File: config.mk
export PLATFORM = sky130hd
export DESIGN_NAME = adder_tree_sched_flat
export DESIGN_NICKNAME = d
export VERILOG_FILES = /design/src/rtl/adder_tree_sched_if.sv /design/src/rtl/adder_tree_sched.sv /design/src/flat_wrapper.sv
export SDC_FILE = /design/constraint.sdc
export NUM_CORES = 1
export LEC_CHECK = 0
export ABC_AREA = 1
export BUFFER_PORTS_ARGS = -buffer_cell sky130_fd_sc_hd__buf_4
export CAP_MARGIN = 20
export CORE_ASPECT_RATIO = 0.7
export CORE_MARGIN = 3
export CORE_UTILIZATION = 39
export DETAILED_ROUTE_END_ITERATION = 6
export PLACE_DENSITY = 0.64
export SLEW_MARGIN = 10
export SYNTH_ARGS = -nofsm -noshare
export SYNTH_HDL_FRONTEND = slang
export SYNTH_SLANG_ARGS = --single-unit
export TNS_END_PERCENT = 20
File: constraint.sdc
create_clock -name clk -period 11.94 [get_ports clk]
set_clock_uncertainty 0.05 [all_clocks]
set_input_delay 0 -clock clk [delete_from_list [all_inputs] [get_ports clk]]
set_output_delay 0 -clock clk [all_outputs]
set_load 0.02 [all_outputs]
File: src/rtl/adder_tree_sched_if.sv
// Handshake bundle for adder_tree_sched: serial operand stream in, burst sum out.
// The slave modport is the sequencer side; the master modport is the producer/consumer side.
interface adder_tree_sched_if #(
  parameter int W  = 7,
  parameter int CW = 8
);
  logic          in_valid;
  logic          in_ready;
  logic [W-1:0]  in_data;
  logic          in_last;
  logic          in_ci;
  logic          out_valid;
  logic          out_ready;
  logic [W-1:0]  out_s;
  logic [CW-1:0] out_cnt;
  logic          busy;

  modport slave (
    input  in_valid, in_data, in_last, in_ci, out_ready,
    output in_ready, out_valid, out_s, out_cnt, busy
  );

  modport master (
    output in_valid, in_data, in_last, in_ci, out_ready,
    input  in_ready, out_valid, out_s, out_cnt, busy
  );
endinterface

File: src/rtl/adder_tree_sched.sv
// Buffers a serial operand burst into the 10 lanes of a 7-bit carry-save adder tree,
// running extra passes (partial sum fed back into lane 0) for bursts longer than 10.
module adder_tree_sched #(
  parameter int W     = 7,
  parameter int LANES = 10,
  parameter int CW    = 8
) (
  input  logic               clk,
  input  logic               rst,
  adder_tree_sched_if.slave  bus
);
  localparam int IW = $clog2(LANES);
  localparam logic [IW-1:0] LAST_IDX = IW'(LANES - 1);

  typedef enum logic [1:0] {IDLE, FILL, LAUNCH, OUT} state_t;

  state_t                      state_q, state_d;
  logic [LANES-1:0][W-1:0]     lane_q, lane_d;
  logic [IW-1:0]               idx_q, idx_d;
  logic [CW-1:0]               cnt_q, cnt_d;
  logic                        ci_q, ci_d;
  logic                        first_q, first_d;
  logic                        last_q, last_d;
  logic [W-1:0]                out_s_q, out_s_d;
  logic [CW-1:0]               out_cnt_q, out_cnt_d;
  logic                        in_ready_c;
  logic                        accept;
  logic [W-1:0]                tree_s;

  function automatic logic [CW-1:0] sat_inc(input logic [CW-1:0] v);
    return (v == {CW{1'b1}}) ? v : v + 1'b1;
  endfunction

  // Carry-save reduction of all lanes, resolved by one final add; the
  // carry out of the top bit is dropped, so the result is modulo 2^W.
  function automatic logic [W-1:0] tree_sum(input logic [LANES-1:0][W-1:0] ops,
                                            input logic ci);
    logic [W-1:0] ps, pc, ns;
    ps = '0;
    pc = '0;
    for (int i = 0; i < LANES; i++) begin
      ns = ps ^ pc ^ ops[i];
      pc = ((ps & pc) | (ps & ops[i]) | (pc & ops[i])) << 1;
      ps = ns;
    end
    return ps + pc + W'(ci);
  endfunction

  assign tree_s = tree_sum(lane_q, first_q & ci_q);
  assign accept = bus.in_valid & in_ready_c;

  always_comb begin
    state_d    = state_q;
    lane_d     = lane_q;
    idx_d      = idx_q;
    cnt_d      = cnt_q;
    ci_d       = ci_q;
    first_d    = first_q;
    last_d     = last_q;
    out_s_d    = out_s_q;
    out_cnt_d  = out_cnt_q;
    in_ready_c = 1'b0;
    unique case (state_q)
      IDLE: begin
        in_ready_c = 1'b1;
        if (accept) begin
          lane_d    = '0;
          lane_d[0] = bus.in_data;
          ci_d      = bus.in_ci;
          idx_d     = IW'(1);
          cnt_d     = CW'(1);
          first_d   = 1'b1;
          last_d    = bus.in_last;
          state_d   = bus.in_last ? LAUNCH : FILL;
        end
      end
      FILL: begin
        in_ready_c = 1'b1;
        if (accept) begin
          lane_d[idx_q] = bus.in_data;
          idx_d         = idx_q + IW'(1);
          cnt_d         = sat_inc(cnt_q);
          last_d        = bus.in_last;
          if (bus.in_last || idx_q == LAST_IDX) state_d = LAUNCH;
        end
      end
      LAUNCH: begin
        lane_d = '0;
        if (last_q) begin
          out_s_d   = tree_s;
          out_cnt_d = cnt_q;
          state_d   = OUT;
        end else begin
          // Partial sum occupies lane 0, so the next pass takes 9 new operands.
          lane_d[0] = tree_s;
          idx_d     = IW'(1);
          first_d   = 1'b0;
          state_d   = FILL;
        end
      end
      OUT: begin
        if (bus.out_ready) state_d = IDLE;
      end
      default: state_d = IDLE;
    endcase
  end

  always_ff @(posedge clk) begin
    if (rst) begin
      state_q   <= IDLE;
      lane_q    <= '0;
      idx_q     <= '0;
      cnt_q     <= '0;
      ci_q      <= 1'b0;
      first_q   <= 1'b0;
      last_q    <= 1'b0;
      out_s_q   <= '0;
      out_cnt_q <= '0;
    end else begin
      state_q   <= state_d;
      lane_q    <= lane_d;
      idx_q     <= idx_d;
      cnt_q     <= cnt_d;
      ci_q      <= ci_d;
      first_q   <= first_d;
      last_q    <= last_d;
      out_s_q   <= out_s_d;
      out_cnt_q <= out_cnt_d;
    end
  end

  assign bus.in_ready  = in_ready_c;
  assign bus.out_valid = (state_q == OUT);
  assign bus.out_s     = out_s_q;
  assign bus.out_cnt   = out_cnt_q;
  assign bus.busy      = (state_q != IDLE);
endmodule

File: src/flat_wrapper.sv
// flat-port wrapper written by rule: the top's interface ports become plain ports
module adder_tree_sched_flat 
#(
  parameter int W     = 7,
  parameter int LANES = 10,
  parameter int CW    = 8
)
  (clk, rst, bus_in_valid, bus_in_data, bus_in_last, bus_in_ci, bus_out_ready, bus_in_ready, bus_out_valid, bus_out_s, bus_out_cnt, bus_busy);
  adder_tree_sched_if #(.W(W), .CW(CW)) bus_i ();
  input  logic clk;
  input  logic rst;
  input wire logic [$bits(bus_i.in_valid)-1:0] bus_in_valid;
  input wire logic [$bits(bus_i.in_data)-1:0] bus_in_data;
  input wire logic [$bits(bus_i.in_last)-1:0] bus_in_last;
  input wire logic [$bits(bus_i.in_ci)-1:0] bus_in_ci;
  input wire logic [$bits(bus_i.out_ready)-1:0] bus_out_ready;
  output wire logic [$bits(bus_i.in_ready)-1:0] bus_in_ready;
  output wire logic [$bits(bus_i.out_valid)-1:0] bus_out_valid;
  output wire logic [$bits(bus_i.out_s)-1:0] bus_out_s;
  output wire logic [$bits(bus_i.out_cnt)-1:0] bus_out_cnt;
  output wire logic [$bits(bus_i.busy)-1:0] bus_busy;
  assign bus_i.in_valid = bus_in_valid;
  assign bus_i.in_data = bus_in_data;
  assign bus_i.in_last = bus_in_last;
  assign bus_i.in_ci = bus_in_ci;
  assign bus_i.out_ready = bus_out_ready;
  assign bus_in_ready = bus_i.in_ready;
  assign bus_out_valid = bus_i.out_valid;
  assign bus_out_s = bus_i.out_s;
  assign bus_out_cnt = bus_i.out_cnt;
  assign bus_busy = bus_i.busy;
  adder_tree_sched #(.W(W), .LANES(LANES), .CW(CW)) u_core (.clk(clk), .rst(rst), .bus(bus_i));
endmodule
======== Word level (Yosys, flattened, before mapping) ========
Cells that the tools add are included.
storage, ports and cells
  flip-flop bits (word level) ............. 102
  ROM bits ................................ 0
  bits in latches ......................... 0
  memories ................................ 0
  memory bits (writable) .................. 0
  bits of input ports ..................... 13
  output and inout bits ................... 18
cells by class
  bitwise logic cells ..................... 60
  equality and inequality tests ........... 11
  muxes and demuxes ....................... 26
  add/subtract/negate cells ............... 4
  multiply operators ...................... 0
  $lt $le $gt $ge ......................... 2
  reduce and logical (&&, ||, !) cells .... 16
  div/mod/pow operators ................... 0
  shift-type cells ........................ 0
operators with widths
  cell                   count
  $pmux W70 S3           1
  $and A6 B6 Y6          25
  $mux W70               2
  $xor A7 B7 Y7          17
  $or A6 B6 Y6           16
  $bwmux W70             1
  $demux W7 S4           1
  $mux W8                3
  $pmux W8 S2            1
  $mux W7                2
  $mux W2                6
  $mux W4                3
  $pmux W4 S3            1
  $reduce_and A4 Y1      3
  $add A8 B1 Y8 const B  1
  $eq A8 B8 Y1 const B   1
  $pmux W2 S4            1
  $add A7 B1 Y7          1
  $add A7 B7 Y7          1
  $ne A2 B1 Y1 const B   3
  $ne A2 B2 Y1 const B   3
  $reduce_and A2 Y1      3
  $reduce_and A3 Y1      2
  $reduce_bool A2 Y1     3
  other kinds (14)       18

======== Depth between registers and ports, before layout ========
  depth after elaboration ................. 29
  gate-level depth with buffers ........... 27

======== Worst setup path after synthesis ========
Ideal clock, no wire load.
  path kind ............................... register -> register
  start ................................... reg u_core.lane_q[1] (netlist bit)
  end ..................................... reg u_core.lane_q[6] (netlist bit)
  path buffers ............................ 0
  data arrival time ....................... 5.782 ns
  slack ................................... 5.976 ns
  setup time .............................. 0.132 ns
  required time ........................... 11.758 ns
  cell stages (with the launch flop) ...... 25
  path through ............................ dfxtp_1 > ha_1 > fa_1 > fa_1 > fa_1 > fa_1 > fa_1 > inv_1 > fa_1 > fa_1 > fa_1 > inv_1 > fa_1 > inv_1 > nor2_1 > nor2_1 > inv_1 > nand2_1 > nand2_1 > inv_1 > nand3_1 > nand3_1 > nand2_1 > nand2_1 > a21oi_1
between the ends
  cells in the longest elaborated chain, start to end .. 26
  elaborated cells on any way between the ends .. 62
  those cells by class .................... 2 x add/sub; 2 x mux; 58 x bitwise
RTL lines
  element                                                             line                                            source
  from (decl)                                                         adder_tree_sched.sv:18                          logic [LANES-1:0][W-1:0] lane_q, lane_d;
  from (signal assigned)                                              adder_tree_sched.sv:121                         lane_q <= lane_d;
  $xor A7 B7 Y7                                                       adder_tree_sched.sv:42                          ns = ps ^ pc ^ ops[i];
  $and A6 B6 Y6 / $xor A7 B7 Y7 (equally long branches)               adder_tree_sched.sv:43, adder_tree_sched.sv:42
  $or A6 B6 Y6 / $xor A7 B7 Y7 (equally long branches)                adder_tree_sched.sv:43, adder_tree_sched.sv:42
  $or A6 B6 Y6, or another cell as far along                          adder_tree_sched.sv:43                          pc = ((ps & pc) | (ps & ops[i]) | (pc & ops[i])) << 1;
  $and A6 B6 Y6, or another cell as far along                         adder_tree_sched.sv:43
  $or A6 B6 Y6, or another cell as far along (2 in series)            adder_tree_sched.sv:43
  $and A6 B6 Y6, or another cell as far along                         adder_tree_sched.sv:43
  $or A6 B6 Y6, or another cell as far along (2 in series)            adder_tree_sched.sv:43
  [6 not listed]                                                      -
  $xor A7 B7 Y7, or another cell as far along (2 in series)           adder_tree_sched.sv:42
  $xor A7 B7 Y7 / $or A6 B6 Y6 (equally long branches)                adder_tree_sched.sv:42, adder_tree_sched.sv:43
  $xor A7 B7 Y7, or another cell as far along                         adder_tree_sched.sv:42
  $xor A7 B7 Y7 / $or A6 B6 Y6 (equally long branches) (2 in series)  adder_tree_sched.sv:42, adder_tree_sched.sv:43
  $add A7 B7 Y7 *                                                     adder_tree_sched.sv:46                          return ps + pc + W'(ci);
  $add A7 B1 Y7 *                                                     adder_tree_sched.sv:46
  $mux W7 *                                                           adder_tree_sched.sv:89                          if (last_q) begin
  $pmux W70 S3 *                                                      adder_tree_sched.sv:63                          unique case (state_q)
Every way passes the cells marked *; elsewhere a longest branch is shown, timed or not.
A chain may end at the register's enable or synchronous reset.

======== Worst setup path after layout ========
  start ................................... reg u_core.lane_q[5] (netlist bit)
  end ..................................... reg u_core.lane_q[6] (netlist bit)
between the ends
  cells in the longest elaborated chain, start to end .. 22
  elaborated cells on any way between the ends .. 54
  those cells by class .................... 2 x add/sub; 2 x mux; 50 x bitwise
RTL lines
  element                                                             line
  $xor A7 B7 Y7                                                       adder_tree_sched.sv:42
  $and A6 B6 Y6 / $xor A7 B7 Y7 (equally long branches)               adder_tree_sched.sv:43, adder_tree_sched.sv:42
  $or A6 B6 Y6 / $xor A7 B7 Y7 (equally long branches)                adder_tree_sched.sv:43, adder_tree_sched.sv:42
  $or A6 B6 Y6, or another cell as far along                          adder_tree_sched.sv:43
  $xor A7 B7 Y7 / $or A6 B6 Y6 (equally long branches)                adder_tree_sched.sv:42, adder_tree_sched.sv:43
  $xor A7 B7 Y7, or another cell as far along                         adder_tree_sched.sv:42
  $xor A7 B7 Y7 / $or A6 B6 Y6 (equally long branches)                adder_tree_sched.sv:42, adder_tree_sched.sv:43
  $xor A7 B7 Y7, or another cell as far along                         adder_tree_sched.sv:42
  [5 not listed]                                                      -
  $xor A7 B7 Y7, or another cell as far along                         adder_tree_sched.sv:42
  $xor A7 B7 Y7 / $or A6 B6 Y6 (equally long branches)                adder_tree_sched.sv:42, adder_tree_sched.sv:43
  $xor A7 B7 Y7, or another cell as far along                         adder_tree_sched.sv:42
  $xor A7 B7 Y7 / $or A6 B6 Y6 (equally long branches) (2 in series)  adder_tree_sched.sv:42, adder_tree_sched.sv:43
  $add A7 B7 Y7 *                                                     adder_tree_sched.sv:46
  $add A7 B1 Y7 *                                                     adder_tree_sched.sv:46
  $mux W7 *                                                           adder_tree_sched.sv:89
  $pmux W70 S3 *                                                      adder_tree_sched.sv:63
Marked as above.

==> flow_summary.toml <==
[worst_setup_path]
worstPathRequired_ps = 12120
slowest_stage = "fa_1"
critPathKind = "flop to flop"
crit_path_frequent_cell = "fa_1"
endpoint_kind = "flop"
crit_path_max_fanout = 4
start_kind = "flop"
worstReg2RegStart = "u_core.lane_q[5]$_SDFFE_PP0P_"
path_delay_family = "adder cells"
arrival_ps = 6440
critPathBufInv = 6
critPathLaunch = "u_core.lane_q[5]$_SDFFE_PP0P_"
max_stage_delay_ps = 530

[flow_run]
maxCapViolCount = 0

[final_layout]
regArea_sq_um = 2040
multiInputGateArea_sq_um = 3260
final_core_util_pct = 44.6
fin_nets = 791
area_growth_pct = 11.0
fill_cells = 1424
fin_cells = 903
drive_above_1_share_pct = 11.2
n_antenna_cell = 0

[worst_hold_path]
min_path_type = "primary input to flop"
hp-start = "bus_in_valid"

[place]
place_hpwl_um = 10100
io_buffers = 30
gp_congestion = 0.835
pre_cts_ws_ps = 5690
dp.cells = 880

[floorplanning]
rows = 37
dieArea_sq_um = 16700
die_h_um = 109
chipWidth_um = 153
start_util_pct = 40.2
coreArea_sq_um = 14800
ios = 31

[drt]
drc = 0
vias = 4495
wl_per_cell_um = 14.6
postRouteAntennaNets = 0
vias_per_cell = 4.98
wl_um = 13200
drtPass1Iterations = 5
drtIter0Drc = 334

[timing]
hold_viol = 0
worstMarginPinSlew_ps = 887
layout_worst_path_cycle_share_pct = 52.4
setup_slack_ps = 5680
slew_headroom_pct = 40.7
tns_ps = 0
period_needed_ps = 6260
setup_viol = 0
slew_violations = 0
rsz0062_at_grt = "no"
whs_ps = 31.9
fmax_ghz = 0.160

[synthesis]
yosys.area.top_type = "dfxtp_1"
synth_area_leaders = "dfxtp_1 34%, fa_1 14%, inv_1 7.4%, ha_1 6.1%, nor2_1 6.1%"
synth_nets = 760
netlist_area_sq_um = 5930
yosys_warnings = 0
syn_area_per_cell_sq_um = 8.76
yosysSeqAreaShare_pct = 34.4
synth_cells = 677
yosys_register_bits = 102
yosysTopAreaCellShare_pct = 34.4
synth_cell_type_count = 36

[cts]
cts_setup_buffers = 0
numCtsBuffers = 9
htree_num_levels = 3
cts_tree = "built"
clk_path_buf_depth = 2
clk_latency_ps = 340
cts_resized = 0
root_buffer = "clkbuf_16"
hold_buffers = 12
clk_pin_slew_ps = 60
cts_sinks = 102

[global_routing]
antenna_found_initial = 0
track_usage_pct = 16.5
gr-total-overflow = 0
grt_max_degree = 63
grt_pass1_vias = 4377
grt_pass1_wl_um = 22200

[power_and_ir_drop]
p_leak_nw = 2.77
power.density_nw_per_um2 = 189
peakVddDrop_mv = 0.106

[run_status]
status = "complete, no violations"
-- final cells by class --
type                            count  area share [%]
Multi-Input combinational cell    433            49.6
Clock buffer                       11            3.54
Sequential cell                   102            31.0
Inverter                          119            6.82
Timing Repair Buffer               43            5.36
Tap cell                          195            3.71
-- logic make-up (layout without fill, tap and decap cells) --
kind of cell / after synthesis / after routing / synth area share (%)
and+or+nand+nor: 214 / 214 / 15.7
adders and majority gates: 70 / 70 / 20.0
xor gates and xnor gates: 11 / 11 / 1.62
buffers and inverters: 142 / 173 / 10.6
DFF: 102 / 102 / 34.4
AOI/OAI and AO/OA: 138 / 138 / 17.7
-- stage by stage --
step	power, W	cell area, sq um
floorplan	0.000877	5930
global placement	0.000976	6230
detailed placement	0.000993	6230
CTS	0.00126	6580
global route	0.00135	6580
finish	0.00124	6580
-- metal layers --
layer	global-route usage (%)	vias up	part of all wire, %
li1	-	2258	-
met1	23.2	2153	49
met2	26.4	75	45
met3	3.45	9	4.3
met4	3.47	0	0.83
met5	0	-	0
-- worst register-to-register path: stages (launching register included) --
cell	delay (ps)
dfxtp_1	330
ha_1	310
fa_1	490
fa_1	510
fa_1	530
inv_1	50
fa_1	500
inv_1	50
fa_1	470
fa_1	520
inv_1	50
fa_1	470
fa_1	510
inv_1	50
ha_1	330
a21oi_1	140
nand2_1	60
nor2_1	120
inv_1	60
nand2_1	60
nand2_1	70
inv_1	70
nand3_1	80
nand3_1	90
nand2_1	50
nand2_1	60
a21oi_1	50
-- report_power, final --
group	switching, W	internal, W
clock network	0.000119	0.000136
logic	0.000380	0.000203
registers	0.0000274	0.000378
-- cell usage in the layout, fill, tap and decap left out, types with 28 or more instances in the layout --
cell / Yosys / routed
inv_1: 117 / 117
dfxtp_1: 102 / 102
nor2_1: 96 / 96
nand2_1: 78 / 78
fa_1: 41 / 41
a211oi_1: 40 / 40
a21oi_1: 31 / 31
buf_4: 1 / 31
ha_1: 29 / 29
a211oi_2: 28 / 28
-- cell usage after synthesis --
| library cell | n |
|---|---|
| inv_1 | 117 |
| dfxtp_1 | 102 |
| nor2_1 | 96 |
| nand2_1 | 78 |
| fa_1 | 41 |
| a211oi_1 | 40 |
| a21oi_1 | 31 |
| ha_1 | 29 |
| a211oi_2 | 28 |
| o21ai_0 | 21 |
| nand3_1 | 20 |
| buf_6 | 11 |
| xor2_1 | 7 |
| clkbuf_1 | 6 |
| nand4_1 | 5 |
| nor3_1 | 5 |
| o22ai_1 | 5 |
| a31oi_1 | 4 |
| buf_2 | 4 |
| xnor2_1 | 4 |
| nand4_4 | 3 |
| nand3b_1 | 2 |
| nor2_2 | 2 |
| nor2_4 | 2 |
| o21ai_1 | 2 |
| o31ai_1 | 2 |
| a21o_1 | 1 |
| a21oi_4 | 1 |
| a311oi_1 | 1 |
| buf_1 | 1 |
| buf_4 | 1 |
| clkinv_1 | 1 |
| inv_4 | 1 |
| nand2_2 | 1 |
| o2111ai_1 | 1 |
| o21bai_4 | 1 |
-- sequential cells by signal (all words and copies together), names as in the netlist --
signal and cells:
u_core.bus.out_s 7, u_core.idx_q 4, u_core.state_q 2, u_core.ci_q 1, u_core.cnt_q 8, u_core.bus.out_cnt 8
u_core.lane_q 70, u_core.first_q 1, u_core.last_q 1
-- final timing paths --
kind	end	slack, ps	depth (start not counted)
max	u_core.lane_q[6]$_SDFFE_PP0P_	5680	26
min	u_core.last_q$_SDFFE_PP0P_	30	4
max reg2reg	u_core.lane_q[6]$_SDFFE_PP0P_	5680	26
min reg2reg	u_core.lane_q[56]$_SDFFE_PP0P_	410	2
Note: power is estimated with default switching activity, not from simulation.
